## src/rtl/univ_shift_register.sv

```systemverilog
// Universal N-bit shift register: hold, shift, rotate, load and clear,
// applied once immediately or repeated by a counted-step sequencer.
module univ_shift_register #(
    parameter  int N  = 8,
    localparam int AW = $clog2(N) + 1
) (
    input  logic          clk,
    input  logic          rst,
    input  logic          en,
    input  logic [2:0]    mode,
    input  logic          start,
    input  logic [AW-1:0] amt,
    input  logic          si_r,
    input  logic          si_l,
    input  logic [N-1:0]  d,
    output logic [N-1:0]  q,
    output logic          so_r,
    output logic          so_l,
    output logic          busy,
    output logic          done
);

    typedef enum logic [2:0] {
        M_HOLD = 3'b000,
        M_SHR  = 3'b001,
        M_SHL  = 3'b010,
        M_ROR  = 3'b011,
        M_ROL  = 3'b100,
        M_LOAD = 3'b101,
        M_CLR  = 3'b110,
        M_RSVD = 3'b111
    } mode_e;

    typedef enum logic {
        IDLE = 1'b0,
        RUN  = 1'b1
    } state_e;

    state_e        state_q, state_d;
    logic [N-1:0]  data_q,  data_d;
    mode_e         mode_q,  mode_d;
    logic [AW-1:0] cnt_q,   cnt_d;
    logic          busy_q,  busy_d;
    logic          done_q,  done_d;

    logic          req_cnt;
    logic [AW-1:0] amt_c;
    mode_e         mode_in;

    function automatic logic [N-1:0] step_f(
        input mode_e        m,
        input logic [N-1:0] v,
        input logic         sr,
        input logic         sl,
        input logic [N-1:0] ld
    );
        logic [N-1:0] r;
        r = v;
        case (m)
            M_SHR:   r = {sr, v[N-1:1]};
            M_SHL:   r = {v[N-2:0], sl};
            M_ROR:   r = {v[0], v[N-1:1]};
            M_ROL:   r = {v[N-2:0], v[N-1]};
            M_LOAD:  r = ld;
            M_CLR:   r = '0;
            default: r = v;
        endcase
        return r;
    endfunction

    assign mode_in = mode_e'(mode);

    // Only the four shift/rotate modes may be repeated by the sequencer.
    assign req_cnt = start &&
                     (mode_in == M_SHR || mode_in == M_SHL ||
                      mode_in == M_ROR || mode_in == M_ROL);

    assign amt_c = (amt > AW'(N)) ? AW'(N) : amt;

    always_comb begin
        state_d = state_q;
        data_d  = data_q;
        mode_d  = mode_q;
        cnt_d   = cnt_q;
        busy_d  = busy_q;
        done_d  = 1'b0;
        unique case (state_q)
            IDLE: begin
                if (req_cnt && amt_c != '0) begin
                    state_d = RUN;
                    mode_d  = mode_in;
                    cnt_d   = amt_c;
                    busy_d  = 1'b1;
                end else if (req_cnt) begin
                    done_d = 1'b1;
                end else if (en) begin
                    data_d = step_f(mode_in, data_q, si_r, si_l, d);
                end
            end
            RUN: begin
                data_d = step_f(mode_q, data_q, si_r, si_l, d);
                cnt_d  = cnt_q - AW'(1);
                if (cnt_q == AW'(1)) begin
                    state_d = IDLE;
                    busy_d  = 1'b0;
                    done_d  = 1'b1;
                end
            end
            default: begin
                state_d = IDLE;
                busy_d  = 1'b0;
            end
        endcase
    end

    always_ff @(posedge clk) begin
        if (rst) begin
            state_q <= IDLE;
            data_q  <= '0;
            mode_q  <= M_HOLD;
            cnt_q   <= '0;
            busy_q  <= 1'b0;
            done_q  <= 1'b0;
        end else begin
            state_q <= state_d;
            data_q  <= data_d;
            mode_q  <= mode_d;
            cnt_q   <= cnt_d;
            busy_q  <= busy_d;
            done_q  <= done_d;
        end
    end

    assign q    = data_q;
    assign so_r = data_q[0];
    assign so_l = data_q[N-1];
    assign busy = busy_q;
    assign done = done_q;

endmodule

```

## config.mk

```make
export PLATFORM = sky130hd
export DESIGN_NAME = univ_shift_register
export DESIGN_NICKNAME = d
export VERILOG_FILES = /design/src/rtl/univ_shift_register.sv
export SDC_FILE = /design/constraint.sdc
export NUM_CORES = 1
export LEC_CHECK = 0
export CAP_MARGIN = 20
export CORE_UTILIZATION = 32
export CTS_BUF_LIST = sky130_fd_sc_hd__clkbuf_8
export CTS_CLUSTER_DIAMETER = 30
export DETAILED_ROUTE_END_ITERATION = 7
export PLACE_DENSITY_LB_ADDON = 0.08
export SETUP_SLACK_MARGIN = 0.4
export SLEW_MARGIN = 20
export SYNTH_ARGS = -nofsm -noshare
export SYNTH_HDL_FRONTEND = slang
export SYNTH_SLANG_ARGS = --single-unit
```

## constraint.sdc

```tcl
create_clock -name clk -period 1.8 [get_ports clk]
set_input_delay 0.18 -clock clk [delete_from_list [all_inputs] [get_ports clk]]
set_output_delay 0.18 -clock clk [all_outputs]
set_load 0.03 [all_outputs]
```

==> results.ini, run 1 <==
[synth]
ys_seq_elements=18
synthArstFlopShare_pct=0
synth_top_family_by_area=simple AND/OR/NAND/NOR gates
synth-edff-count=0
avgSynthCellArea_um2=7.519
synthXorXnorAreaFrac_pct=1.648
synthMuxAreaShare_pct=6.436
synth_adder_area_share_pct=1.570
synth_simple_gate_area_share_pct=31.40
synth_warnings=0
ys_seq_area_share_pct=22.61
synth_compound_area_share_pct=26.06
ys.flop_type=dfxtp_1
syn_nets=235
synth_area_um2=1594
synth_cell_types=47
synthCells=212

[global_routing]
grt_pass1_vias=1800
antenna_found_initial=0
grt-ovfl-total=0
grt.total_usage_pct=20.86
grt_pass1_wl_um=8473
grt_max_degree=20

[layout]
stdcell_count=331
drive_above_1_share_pct=29.92
fin_nets=288
area_delta_synth_final_pct=49.06
final_common_cell=buf_4
most-common-layout-cells=buf_4, a21oi_1, dlygate4sd2_1
diodes=0

[power_and_ir_drop]
pwr-share-seq_pct=34.4
switchingPower_uw=468.4
clkPwrFrac_pct=25.6
internal-power_uw=883.4
power.density_nw_per_um2=568.9
ir_drop_mv=0.3890
swShare_pct=34.65
pwr-share-comb_pct=40.0
p_leak_uw=0.0009088

[run]
drv_cap=0

[worst_setup_path]
r2r_slack_ns=0.21
worstPathRequired_ns=1.98
crit_path_end=q[3]
critPathKind=flip-flop to flip-flop
r2r_cells=6
startpoint_type=flip-flop
reg2reg_to=q[3]
timing.critical_path.to_type=flip-flop
startpoint=mode_q[1]
worstPathArrival_ns=1.77
crit_fanout=9
r2r-start=mode_q[1]

[drt]
finalWirelength_um=5369
vias=1891
drt-initial-drc-count=117
drtPass1Iterations=4
avgRoutedWirePerCell_um=16.22
drc=0
ant_nets=0
via_per_inst=5.713

[floorplanning]
fp.coreArea_um2=4755
die_area_um2=5268
start_util_pct=33.53
num_rows=25
dieHeight_um=72.58
ios=33
die_w_um=72.58

[sta]
finClkSkew_ns=0.005601
hold_viol_final=0
fin_setup_tns_ns=0
slew_headroom_pct=77.75
period_share_pct=88.33
worst_pin_slew_ns=0.3286
rsz0062_at_grt=true
slew_violations=0
setup_viol_count_final=0
min_period_ns=1.590
fmax_mhz=629.0

[min_path]
hold_class=primary input to flip-flop

[place]
gp_congestion=0.8339
numPortBuffers=32
hpwl_um=3819
place_inst=318

[clocking]
clkLatencyLatePin_ns=0.26
hold_buffers=0
cts_sinks=18
cts_made_buffers=3
clk_path_buf_depth=2
cts.clk_slew.worst_paths_ns=0.08
cts_tree=yes
cts_root_buffer=clkbuf_8
ctsHtreeMaxLevel=1

[outcome]
status=completed

-- stage by stage --
step	total power [uW]	setup slack (ns)	hold WS [ns]	area, um2	utilization, %
floorplan	766.4	0.2418	0.3591	1632	-
global placement	949.5	-0.2535	0.4789	2113	44.45
detailed placement	951.0	-0.2669	0.4801	2113	44.45
CTS	1337	0.2136	0.4256	2331	49.03
global route	1424	0.1468	0.4411	2376	49.97
finish	1352	0.2101	0.4252	2376	49.97
-- cells in the mapped netlist (all sizes together), types with 3 or more instances --
cell     n  area share (%)
nand4b   8             4.4
or4      3             1.4
o211ai   4             1.9
o22ai    5             2.0
nor2    16             3.8
nand2b   6             2.4
a21oi   16             5.0
or3      3             1.2
clkbuf   6             1.4
o31ai    4             1.9
mux2i    8             5.0
nand2   13             3.1
buf     16             5.8
a31oi    4             1.6
nor3    10             3.5
inv     13             3.1
xnor2    3             1.6
o311ai   5             2.7
nand3    6             1.9
a211oi   5             2.4
nand4    4             1.6
dfxtp   18              23
-- flip-flops by register name, summed over array words and instances (netlist names) --
name     count
mode_q       3
q            8
busy         1
state_q      1
done         1
cnt_q        4
-- worst min path at each step --
stage                start        to  depth (start not counted)
finish              amt[0]  cnt_q[0]                          3
global route        amt[0]  cnt_q[0]                          3
CTS                 amt[0]  cnt_q[0]                          3
detailed placement    busy      busy                          2
global placement      busy      busy                          2
floorplan              rst      q[3]                          2
-- worst max-delay path: stages, from the launching register on --
cell and delay [ns]:
dfxtp_4 0.38, buf_12 0.14, nand4b_1 0.18, o311ai_2 0.12, o22ai_1 0.12, or4_1 0.50, o31ai_2 0.07
-- power by group through the flow --
stage	registers, uW	logic, uW	clock network, uW
6_report	465	540	347
2_1_floorplan	480	287	0
3_3_place_gp	470	479	0
4_1_cts	463	522	352
5_1_grt	470	580	374
3_5_place_dp	470	481	0
-- what timing repair did --
action / CTS / global route
endpoints found under the setup margin: 30 / 13
pin swaps: 5 / 1
buffers inserted: 8 / 1
gates resized for setup: 59 / 9
-- layer usage --
layer / routed length [um] / track usage [%]
met1: 2242 / 23.67
met5: 0 / 0
met2: 2827 / 39.25
met3: 197 / 3.315
met4: 101 / 7.190
-- cell families after synthesis --
| kind of cell | Yosys count |
|---|---|
| and+or+nand+nor | 85 |
| AOI/OAI and AO/OA | 59 |
| buffers and inverters | 35 |
| DFF | 18 |
| muxes | 10 |
| xor gates and xnor gates | 3 |
| adders and majority gates | 2 |
-- layout make-up --
| type | count | area [um2] |
|---|---|---|
| fill | 468 | 2379 |
| multi-input combinational | 159 | 1187 |
| timing repair buffer | 70 | 620.6 |
| sequential | 18 | 380.4 |
| tap | 67 | 83.83 |
| clock buffer | 4 | 55.05 |
| inverter | 13 | 48.80 |
Power figures use the tool's default switching activity.
==> run 2, diff against run 1 <==
CTS_CLUSTER_DIAMETER = unset   (was 30)
CTS_CLUSTER_SIZE = 12   (was unset)
==> results of run 2 <==
Same layout as run 1: the final DEF is identical, and so are final timing and power.
==> run 3, diff against run 2 <==
ABC_AREA = 1   (was unset)
==> run 3 against run 2 <==
Effect of this change: hold slack worse by 0.0023 ns; synthesized area decreased by 3.0%; first-iteration DRC count shrank 19%; largest cell class unchanged.
==> results.ini, run 3 <==
[outcome]
status=completed

[layout]
diodes=0  ; unchanged
largest_reg_flops=8  ; unchanged
multiInputGateArea_um2=1077  ; -9.3%
drive_above_1_share_pct=21.24  ; -8.7 points
area_delta_synth_final_pct=33.09
seq_area_um2=366.6  ; -3.6%
fin_nets=330  ; +15%
most-common-layout-cells=nand2_1, nor2_1, nand3_1
fillers=498  ; +6.4%
final_area_um2=2058  ; -13%
final_common_cell=nand2_1
stdcell_count=358  ; +8.2%

[global_routing]
grt_max_degree=12  ; -40%
grt-busiest-layer=met2
use_met3_pct=2.391  ; -0.92 points
grt_pass1_vias=1653  ; -8.2%
grt_pass1_wl_um=7928  ; -6.4%
antenna_found_initial=0  ; unchanged
grt_use_met1_pct=28.23  ; +4.6 points
grt.total_usage_pct=19.83  ; -1.0 points
grt-ovfl-total=0  ; unchanged
use_met2_pct=31.85  ; -7.4 points

[worst_setup_path]
timing.critical_path.to_type=output pin
startpoint_type=flip-flop
crit_fanout=6  ; -3
path_cells=dlygate4sd2_1
cp_top_family=flip-flops
worstPathRequired_ns=1.62  ; -0.36 ns
worstPathArrival_ns=1.13  ; -0.64 ns
critical-path-max-stage-delay_ns=0.45  ; -0.05 ns
slowest_stage=dfxtp_1
critPathKind=flip-flop to output pin
critPathBufInv=1  ; unchanged

[synth]
ys_seq_elements=18  ; unchanged
synthCells=263  ; +24%
ys_seq_area_share_pct=23.30  ; +0.70 points
synth_area_leaders=nand2_1, dfxtp_1, nand3_1
avgSynthCellArea_um2=5.880  ; -22%
synth.top_cell.area_share_pct=23.54  ; +0.94 points
synth-edff-count=0  ; unchanged
synth_warnings=0  ; unchanged
synthTopCellsByCount=nand2_1, nor2_1, nand3_1
synthArstFlopShare_pct=0  ; unchanged
synth_top_area_cell=nand2_1
ys.flop_type=dfxtp_1
synth_area_um2=1546  ; -3.0%
synth_cell_types=27  ; -43%
syn_nets=286  ; +22%
synth_most_common_cell=nand2_1

[sta]
period_share_pct=72.78  ; -16 points
slew_violations=0  ; unchanged
hold_viol_final=0  ; unchanged
setup_viol_count_final=0  ; unchanged
fin_setup_tns_ns=0  ; unchanged
rsz0062_at_grt=true
slew_headroom_pct=73.54  ; -4.2 points
worst_pin_slew_ns=0.3969  ; +0.06831 ns
fmax_mhz=763.3  ; +21%
hold_ws_ns=0.4229  ; -0.002263 ns
finClkSkew_ns=0.005497  ; -0.0001036 ns
min_period_ns=1.310  ; -0.2798 ns

[clocking]
cts_sinks=18  ; unchanged
cts_root_buffer=clkbuf_8
cts.clk_slew.worst_paths_ns=0.08  ; about the same
ctsHtreeMaxLevel=1  ; unchanged
clkLatencyLatePin_ns=0.26  ; about the same
clk_path_buf_depth=2  ; unchanged
cts_tree=yes
cts_made_buffers=3  ; unchanged

[drt]
via_per_inst=4.955  ; -13%
drt-initial-drc-count=95  ; -19%
drtPass1Iterations=4  ; unchanged
drc=0  ; unchanged
vias=1774  ; -6.2%
ant_nets=0  ; unchanged
finalWirelength_um=4787  ; -11%
avgRoutedWirePerCell_um=13.37  ; -18%

[place]
hpwl_um=3515  ; -8.0%
gp_congestion=0.8560  ; +2.7%
post_dp_cell_area_um2=1974  ; -6.6%
place_inst=352  ; +11%
numPortBuffers=32  ; unchanged

[power_and_ir_drop]
pwr-share-seq_pct=35.5  ; +1.1 points
power.density_nw_per_um2=649.0  ; +14%
switchingPower_uw=505.8  ; +8.0%
p_leak_uw=0.0009934  ; +9.3%
power_uw=1336  ; -1.2%
pwr-share-comb_pct=38.6  ; -1.4 points
ir_drop_mv=0.2201  ; -43%
swShare_pct=37.87  ; +3.2 points
clkPwrFrac_pct=26.0  ; +0.4 points
internal-power_uw=829.9  ; -6.1%

[floorplanning]
start_util_pct=34.33  ; +0.81 points
ios=33  ; unchanged
die_w_um=71.52  ; -1.5%
dieHeight_um=71.52  ; -1.5%
num_rows=24  ; -4.0%
fp.coreArea_um2=4504  ; -5.3%
die_area_um2=5115  ; -2.9%

[min_path]
hold_class=primary input to flip-flop

[run]
drv_cap=0  ; unchanged

-- run 3: changes by cell type after synthesis, moves of 8 or more --
cell and change:
buf_2 -9, nor2_2 +17, nor2_1 +13, nand2_1 +84
nand4b_1 -8, mux2i_1 -8, nand3_1 +21
-- run 3: timing repair --
item,CTS,global route
pin swaps,1,3
resized for setup,18,9
setup buffers,2,0
hold buffers,0,0
endpoints found under the setup margin,27,8
-- run 3: per-stage QoR --
stage / setup slack, ns / util, %
2_1_floorplan: 0.5909 / -
3_3_place_gp: -0.02072 / 43.83
3_5_place_dp: -0.01888 / 43.83
4_1_cts: 0.4323 / 45.14
5_1_grt: 0.3890 / 45.69
6_report: 0.4899 / 45.69
-- run 3: cells by family (layout without fill, tap and decap cells) --
| group | count (synthesis) | in the layout | synth area share (%) |
|---|---|---|---|
| flip-flops | 18 | 18 | 23.30 |
| buffers and inverters | 28 | 71 | 8.738 |
| AND/OR/NAND/NOR | 194 | 194 | 58.82 |
| adder cells (fa/ha/maj) | 2 | 2 | 1.618 |
| AO/OA/AOI/OAI | 21 | 21 | 7.524 |
-- run 3: power by group through the flow --
stage | combinational (uW) | sequential, uW | clock (uW)
5_1_grt | 568 | 480 | 366
4_1_cts | 511 | 473 | 357
2_1_floorplan | 298 | 519 | 0
3_3_place_gp | 530 | 483 | 0
3_5_place_dp | 526 | 483 | 0
6_report | 515 | 474 | 347
-- run 3: layer usage --
| metal | up-vias | routed length, um |
|---|---|---|
| met5 | - | 0 |
| met4 | 0 | 56 |
| met3 | 5 | 191 |
| met2 | 46 | 2084 |
| met1 | 804 | 2454 |
| li1 | 919 | - |
-- run 3: worst min-delay path: stages --
cell and delay, ns:
dlygate4sd2_1 0.30, nand3_1 0.11, a21oi_1 0.06
-- run 3: final cells by class --
cell class,count,area share (%)
Multi-Input combinational cell,217,52.34
Timing Repair Buffer,47,20.12
Sequential cell,18,17.81
Inverter,20,3.891
Tap cell,52,3.161
Clock buffer,4,2.675
-- run 3: final timing paths --
check                           slack (ns)        end    start  cells past startpoint
worst max-delay path                  0.49       q[5]     q[5]                      1
worst min-delay path                  0.42  mode_q[2]  mode[2]                      3
worst max register to register        0.51       q[3]  state_q                      8
worst min register to register        0.46       busy     busy                      2
